`src/rtl/pll_lock_sequencer.sv`:
```
// -----------------------------------------------------------------------------
// pll_lock_sequencer
//
// Purpose:
//   Sequences the board PLL out of reset and turns its lock output into a
//   clean, lock-qualified system reset for the VDP core.
//   - Pulses the PLL reset for PLL_RST_CYCLES cycles.
//   - Waits up to TIMEOUT cycles for lock, re-pulsing the PLL reset if lock
//     never arrives.
//   - Requires LOCK_FILT consecutive synchronised lock-high cycles before
//     accepting lock.
//   - Holds sys_reset_n low for HOLD_CYCLES more cycles, then releases it.
//   - Any synchronised lock low while locked restarts the whole sequence.
//   - Counts relock events (lock loss in S_RUN and lock timeouts), saturating
//     at 255.
//
// Handshake / timing:
//   There is no valid/ready handshake. force_relock is a single-cycle level
//   request sampled on each clk edge. It takes priority over every lock-driven
//   transition in the same cycle. All outputs are registered and change on
//   the same edge as the state register.
//
// Ports:
//   clk          in   27 MHz board clock (also the PLL reference clock)
//   reset_n      in   synchronous, active-low reset
//   pll_lock     in   PLL lock output, asynchronous to clk
//   force_relock in   single-cycle request to restart the PLL
//   pll_reset    out  PLL reset input, active high
//   sys_reset_n  out  active-low system reset (downstream resynchronises it)
//   locked       out  high while in S_HOLD or S_RUN
//   relock_cnt   out  saturating count of relock events
//   dbg_state    out  current FSM state encoding, for debug and checkers
// -----------------------------------------------------------------------------
module pll_lock_sequencer #(
    parameter int LOCK_FILT      = 1024,
    parameter int HOLD_CYCLES    = 256,
    parameter int TIMEOUT        = 65535,
    parameter int PLL_RST_CYCLES = 16,
    parameter int CNT_W          = 17
) (
    input  logic       clk,
    input  logic       reset_n,
    input  logic       pll_lock,
    input  logic       force_relock,
    output logic       pll_reset,
    output logic       sys_reset_n,
    output logic       locked,
    output logic [7:0] relock_cnt,
    output logic [2:0] dbg_state
);

    typedef enum logic [2:0] {
        S_PLLRST = 3'd0,
        S_WAIT   = 3'd1,
        S_FILT   = 3'd2,
        S_HOLD   = 3'd3,
        S_RUN    = 3'd4
    } state_e;

    // Terminal counts. cnt is 0 on the first edge spent in a state, so a state
    // lasting N cycles leaves when cnt equals N-1.
    localparam logic [CNT_W-1:0] PLLRST_LAST  = CNT_W'(PLL_RST_CYCLES - 1);
    localparam logic [CNT_W-1:0] TIMEOUT_LAST = CNT_W'(TIMEOUT - 1);
    localparam logic [CNT_W-1:0] FILT_LAST    = CNT_W'(LOCK_FILT - 1);
    localparam logic [CNT_W-1:0] HOLD_LAST    = CNT_W'(HOLD_CYCLES - 1);

    state_e           state_q, state_d;
    logic [CNT_W-1:0] cnt_q, cnt_d;
    logic [7:0]       relock_q, relock_d;
    logic             relock_inc;

    // Two-flop synchroniser for the asynchronous lock signal.
    logic             sync1_q;
    logic             lock_s_q;

    // Registered outputs.
    logic             pll_reset_q, pll_reset_d;
    logic             sys_reset_n_q, sys_reset_n_d;
    logic             locked_q, locked_d;

    // -------------------------------------------------------------------------
    // Next-state logic
    // -------------------------------------------------------------------------
    always_comb begin
        state_d    = state_q;
        cnt_d      = cnt_q + 1'b1;
        relock_inc = 1'b0;

        if (force_relock) begin
            // Forced restart wins over everything, including a lock drop or a
            // timeout in the same cycle, and is not counted as a relock event.
            state_d = S_PLLRST;
            cnt_d   = '0;
        end else begin
            unique case (state_q)
                S_PLLRST: begin
                    if (cnt_q == PLLRST_LAST) begin
                        state_d = S_WAIT;
                        cnt_d   = '0;
                    end
                end
                S_WAIT: begin
                    if (lock_s_q) begin
                        state_d = S_FILT;
                        cnt_d   = '0;
                    end else if (cnt_q == TIMEOUT_LAST) begin
                        state_d    = S_PLLRST;
                        cnt_d      = '0;
                        relock_inc = 1'b1;
                    end
                end
                S_FILT: begin
                    // A dropout only restarts filtering; the timeout window
                    // restarts from zero as well.
                    if (!lock_s_q) begin
                        state_d = S_WAIT;
                        cnt_d   = '0;
                    end else if (cnt_q == FILT_LAST) begin
                        state_d = S_HOLD;
                        cnt_d   = '0;
                    end
                end
                S_HOLD: begin
                    // Lock lost before the core ever ran: restart, not counted.
                    if (!lock_s_q) begin
                        state_d = S_PLLRST;
                        cnt_d   = '0;
                    end else if (cnt_q == HOLD_LAST) begin
                        state_d = S_RUN;
                        cnt_d   = '0;
                    end
                end
                S_RUN: begin
                    cnt_d = '0;
                    if (!lock_s_q) begin
                        state_d    = S_PLLRST;
                        relock_inc = 1'b1;
                    end
                end
                default: begin
                    state_d = S_PLLRST;
                    cnt_d   = '0;
                end
            endcase
        end

        relock_d = relock_q;
        if (relock_inc && (relock_q != 8'hFF)) begin
            relock_d = relock_q + 8'd1;
        end

        // Outputs are a registered decode of the next state so that they
        // change on the same edge as the state register.
        pll_reset_d   = (state_d == S_PLLRST);
        sys_reset_n_d = (state_d == S_RUN);
        locked_d      = (state_d == S_HOLD) || (state_d == S_RUN);
    end

    // -------------------------------------------------------------------------
    // State and output registers
    // -------------------------------------------------------------------------
    always_ff @(posedge clk) begin
        if (!reset_n) begin
            state_q       <= S_PLLRST;
            cnt_q         <= '0;
            sync1_q       <= 1'b0;
            lock_s_q      <= 1'b0;
            relock_q      <= 8'd0;
            pll_reset_q   <= 1'b1;
            sys_reset_n_q <= 1'b0;
            locked_q      <= 1'b0;
        end else begin
            state_q       <= state_d;
            cnt_q         <= cnt_d;
            sync1_q       <= pll_lock;
            lock_s_q      <= sync1_q;
            relock_q      <= relock_d;
            pll_reset_q   <= pll_reset_d;
            sys_reset_n_q <= sys_reset_n_d;
            locked_q      <= locked_d;
        end
    end

    assign pll_reset   = pll_reset_q;
    assign sys_reset_n = sys_reset_n_q;
    assign locked      = locked_q;
    assign relock_cnt  = relock_q;
    assign dbg_state   = state_q;

endmodule

```
`config.mk`:
```
export PLATFORM = sky130hd
export DESIGN_NAME = pll_lock_sequencer
export DESIGN_NICKNAME = d
export VERILOG_FILES = /design/src/rtl/pll_lock_sequencer.sv
export SDC_FILE = /design/constraint.sdc
export NUM_CORES = 1
export LEC_CHECK = 0
export CAP_MARGIN = 20
export CELL_PAD_IN_SITES_DETAIL_PLACEMENT = 1
export CELL_PAD_IN_SITES_GLOBAL_PLACEMENT = 2
export CORE_ASPECT_RATIO = 0.75
export CORE_MARGIN = 10
export CORE_UTILIZATION = 36
export CTS_CLUSTER_SIZE = 16
export DETAILED_ROUTE_END_ITERATION = 16
export GPL_TIMING_DRIVEN = 0
export MAX_ROUTING_LAYER = met4
export PLACE_DENSITY_LB_ADDON = 0.1
export SKIP_CTS_REPAIR_TIMING = 1
export SKIP_LAST_GASP = 1
export SLEW_MARGIN = 10
export SYNTH_ARGS = -nofsm -noshare
export SYNTH_HDL_FRONTEND = slang
export SYNTH_SLANG_ARGS = --single-unit
```
`constraint.sdc`:
```
create_clock -name clk -period 4.1 [get_ports clk]
set_input_delay 0.82 -clock clk [delete_from_list [all_inputs] [get_ports clk]]
set_output_delay 0.82 -clock clk [all_outputs]
set_load 0.02 [all_outputs]
```
Word-level counts from Yosys, hierarchy flattened:

Cells that the tools add are included.

* input bits: 4
* register bits: 33
* output and inout port bits: 14
* word-level logic and storage cells: 50

* multiplexer cells: 23
* reduce and logical (&&, ||, !) cells: 5
* equality and inequality tests: 11
* add/sub/neg operators: 2
* bitwise operators: 1

Operators by type and width (number)
* 17-bit two-way mux: 7
* 17-bit case mux with 4 select lines: 1
* 3-bit two-way mux: 9
* 17-bit by 1-bit adder with 17-bit output, second input constant: 1
* 17-bit by 10-bit equality test with 1-bit output, second input constant: 1
* 17-bit by 16-bit equality test with 1-bit output, second input constant: 1
* 17-bit by 4-bit equality test with 1-bit output, second input constant: 1
* 17-bit by 8-bit equality test with 1-bit output, second input constant: 1
* 3-bit case mux with 5 select lines: 1
* 3-bit by 2-bit equality test with 1-bit output, second input constant: 3
* 8-bit by 1-bit adder with 8-bit output, second input constant: 1
* 8-bit != test, second input constant: 1
* 3-bit equality test, second input constant: 2
* 3-bit logical NOT: 2
* 1-bit two-way mux: 4
* 3-bit by 1-bit equality test with 1-bit output, second input constant: 1
* 1-bit case mux with 2 select lines: 1
* 2-bit OR reduction: 1
* 1-bit logical AND: 1
* 1-bit logical OR: 1
* 1-bit inverter: 1

Longest topological paths before layout:

* depth after elaboration: 7
* gate-level depth with buffers: 8
* gate-level depth less buffers: 7

Worst setup path before layout:

Ideal clock, no wire load.

* kind: input -> register
* start: in force_relock
* end: reg relock_q[6], in the netlist relock_cnt[6]
* setup slack: 1.940 ns
* stages on the path: 5
* path buffers: 0
* data required time: 4.030 ns
* arrival: 2.090 ns
* library setup time: 0.070 ns
* cells stage by stage: or3_1 > a211oi_2 > a21oi_1 > or4_1 > a21oi_1

* word-level cells in the longest chain between the ends: 2

Ends and longest elaborated chain
* start, declared: line 44 `input logic force_relock,`
* 1-bit two-way mux: line 89 `if (force_relock) begin`
* 1-bit logical AND: line 148 `if (relock_inc && (relock_q != 8'hFF)) begin`
* end signal, assigned: line 177 `relock_q <= relock_d;`
* end, declared: line 69 `logic [7:0] relock_q, relock_d;`

No other way between the ends.
A chain may end at the register's enable or synchronous reset.

Final worst setup path:

Same ends and word-level chain as after synthesis.

==> impl_results.md <==
* Drt drc at 0
* Congestion Overflow GR at 0
* Final Hold Fails at 0
* CORE AREA at between 4000 and 5000 µm²
* Multiplexer share of the synthesized area at 0.0123
* Vias per cell at 5.22
* Root buf cell: clkbuf_8
* Synth unique cells at 39
* Syn nets at 193
* Cell Chain, Critical Path: clkdlybuf4s50_1 > or3_1 > a211oi_2 > a21oi_1 > or4_1 > a21oi_1
* Row count at 21
* Net Sw Power at 0.000126 W
* Die ar. at 7660 µm²
* Clk network pwr share at 0.409
* Clock latency on the worst-skew pair at 0.28 ns
* Maximum VDD drop at 0.154 mV
* Layout area overhead at 19.7%
* Number of synthesized flops with an enable pin at 0
* Antenna cells at 0
* Die Wd at approximately 98 µm
* Final clock skew at 0.00219 ns
* TNS Setup at 0 ns
* CP max stage delay at 0.45 ns
* Worst path most repeated cell: a21oi_1
* Cell family with most CP delay: simple AND/OR/NAND/NOR gates
* CP Launch Type: primary input
* Buffer depth of the longest clock path at 2
* Post-synthesis compound-gate area fraction at 0.113
* Fraction of registers with async set/reset at 0
* Final wirelength at 3.91 mm
* GRT Util Overall at 0.113
* Share of layout cells above drive strength 1 at 0.0758
* Adder-Cell Fraction of Synth Area at 0.0230
* PwrDens at 295 nW/µm²
* Routed vias at 1400
* Hold Slack at around 0.45 ns
* Setup Viol. Count Final at 0
* Seq/Total Area, Yosys at 0.405
* CP max FO at 9
* Worst-Margin Slew at between 0.8 and 0.9 ns
* Num CTS Buffers at 5
* Seq pwr share at 0.562
* Achievable Freq at 404 MHz
* CP required at around 4.3 ns
* Initial DRC count at 22
* Simple-gate share of the synthesized area at 0.324
* Synth Area in XOR/XNOR at 0.0858
* Combinational group share of total power at 0.029
* Initial antenna violation count at 0
* Data arrival, critical path at around 2.7 ns
* H-tree depth at 2
* Maxcap violations at 0
* First-pass GRT wire length at between 7 and 8 mm
* Worst min path class: register to register
* Minimum clock period at around 2.5 ns
* Status: complete, no violations
* Slew Limit Fails at 0
* Placed cell area at 1870 µm²
* Reg clk slew, reported paths at 0.06 ns
* Per-cell routed wire length at 14.6 µm
* Worst setup EP type: register
* Synthesized area at 1630 µm²
* Pin count of the biggest net entering global routing at 11
* Prevailing post-synth register cell: dfxtp_1
* Main combinational cell family by area after synthesis: simple AND/OR/NAND/NOR gates
* Slowest cell on the critical path: clkdlybuf4s50_1
* Clk sink count at 33
* Number of port buffers at 17
* Max_slew headroom at 0.458
* Post-synthesis register bit count at 33
* CTS tree: built
* Io pins at 18
* Unrepaired setup endpoints after global routing: no
* First drt pass iteration count at 4
* Yosys warns at 0
* WS Path Type: primary input to register
* Switching share of power at 0.219
* Post-layout util at 0.443
* LEAKAGE at 0.685 nW
* Post-DP HPWL at 3.04 mm
* Final Cell Area at 1950 µm²
* # nets final at 217
* Pint at 0.000450 W
* Chip Height at 78.3 µm
* Critical path buffer and inverter count at 1
* Syn Area/Cell at 8.78 µm²
* Synthesized instance count at approximately 190
* Final period util at 0.604
* Routability congestion estimate at 0.791
* Post-route antenna net violation count at 0
* Number of global-route vias before repair at 1476
* Starting Density at 0.370
metrics by stage:
stage / std cells / power, W / setup slack [ns]
5_1_grt: 268 / 0.000606 / 1.48
4_1_cts: 268 / 0.000586 / 1.61
6_report: 268 / 0.000577 / 1.62
3_3_place_gp: 260 / 0.000348 / 1.37
2_1_floorplan: 186 / 0.000341 / 1.94
3_5_place_dp: 260 / 0.000348 / 1.32
cells by family after synthesis:
kind of cell | Yosys count
DFF | 33
AOI/OAI and AO/OA | 24
adders and majority gates | 3
xor gates and xnor gates | 16
and+or+nand+nor | 98
muxes | 2
buffers and inverters | 10
synth_stat cells, types with 5 or more instances:
cell type | count | area (µm²)
dfxtp_1 | 33 | 661
nor3_1 | 5 | 25.0
inv_1 | 6 | 22.5
nand3_1 | 11 | 55.1
xor2_1 | 9 | 78.8
nor2_1 | 29 | 109
and2_1 | 6 | 37.5
nand2_1 | 13 | 48.8
and4_1 | 5 | 43.8
and3_1 | 5 | 31.3
xnor2_1 | 7 | 61.3
a21oi_1 | 8 | 40.0
power groups by stage:
stage          clock (W)  combinational (W)  sequential, W
3_3_place_gp           0          0.0000164       0.000331
5_1_grt         0.000264          0.0000184       0.000324
4_1_cts         0.000245          0.0000171       0.000324
6_report        0.000236          0.0000166       0.000324
2_1_floorplan          0          0.0000100       0.000331
3_5_place_dp           0          0.0000169       0.000331
cell type report:
class	instances	area [µm²]
Buffer	4	37.5
Clock buffer	8	80.1
Fill cell	532	2460
Inverter	6	22.5
Multi-Input combinational cell	143	912
Sequential cell	33	661
Tap cell	57	71.3
Timing Repair Buffer	17	170
state kept, by name (all words and copies together), names as in the netlist:
| register | cells |
|---|---|
| cnt_q | 17 |
| dbg_state | 3 |
| lock_s_q | 1 |
| locked | 1 |
| pll_reset | 1 |
| relock_cnt | 8 |
| sync1_q | 1 |
| sys_reset_n | 1 |
placed cells by master (no fill, tap or decap), types with 3 or more instances in the layout:
cell             count
a21oi_1              8
and2_1               6
and3_1               5
and4_1               5
buf_6                3
clkbuf_1             4
clkbuf_8             5
clkdlybuf4s50_1     17
dfxtp_1             33
ha_1                 3
inv_1                6
nand2_1             13
nand2b_1             4
nand3_1             11
nand4_1              4
nor2_1              29
nor3_1               5
nor4_1               3
o21ai_0              4
or3_1                4
xnor2_1              7
xor2_1               9
worst paths after layout:
path	from	end	slack, ns	cells after the start
setup / recovery	force_relock	relock_cnt[6]$_SDFFE_PN0P_	1.62	6
hold / removal	sync1_q$_SDFF_PN0_	lock_s_q$_SDFF_PN0_	0.45	1
setup reg to reg	cnt_q[0]$_SDFF_PP0_	cnt_q[10]$_SDFF_PP0_	1.82	8
hold reg to reg	sync1_q$_SDFF_PN0_	lock_s_q$_SDFF_PN0_	0.45	1
per-layer routing:
layer,track usage,wire [µm],up-vias
met3,0.0367,177,7
met1,0.135,1880,673
li1,-,-,704
met4,0.0435,53,0
met2,0.173,1800,16
met5,-,0,-
(Power assumes the default switching activity.)
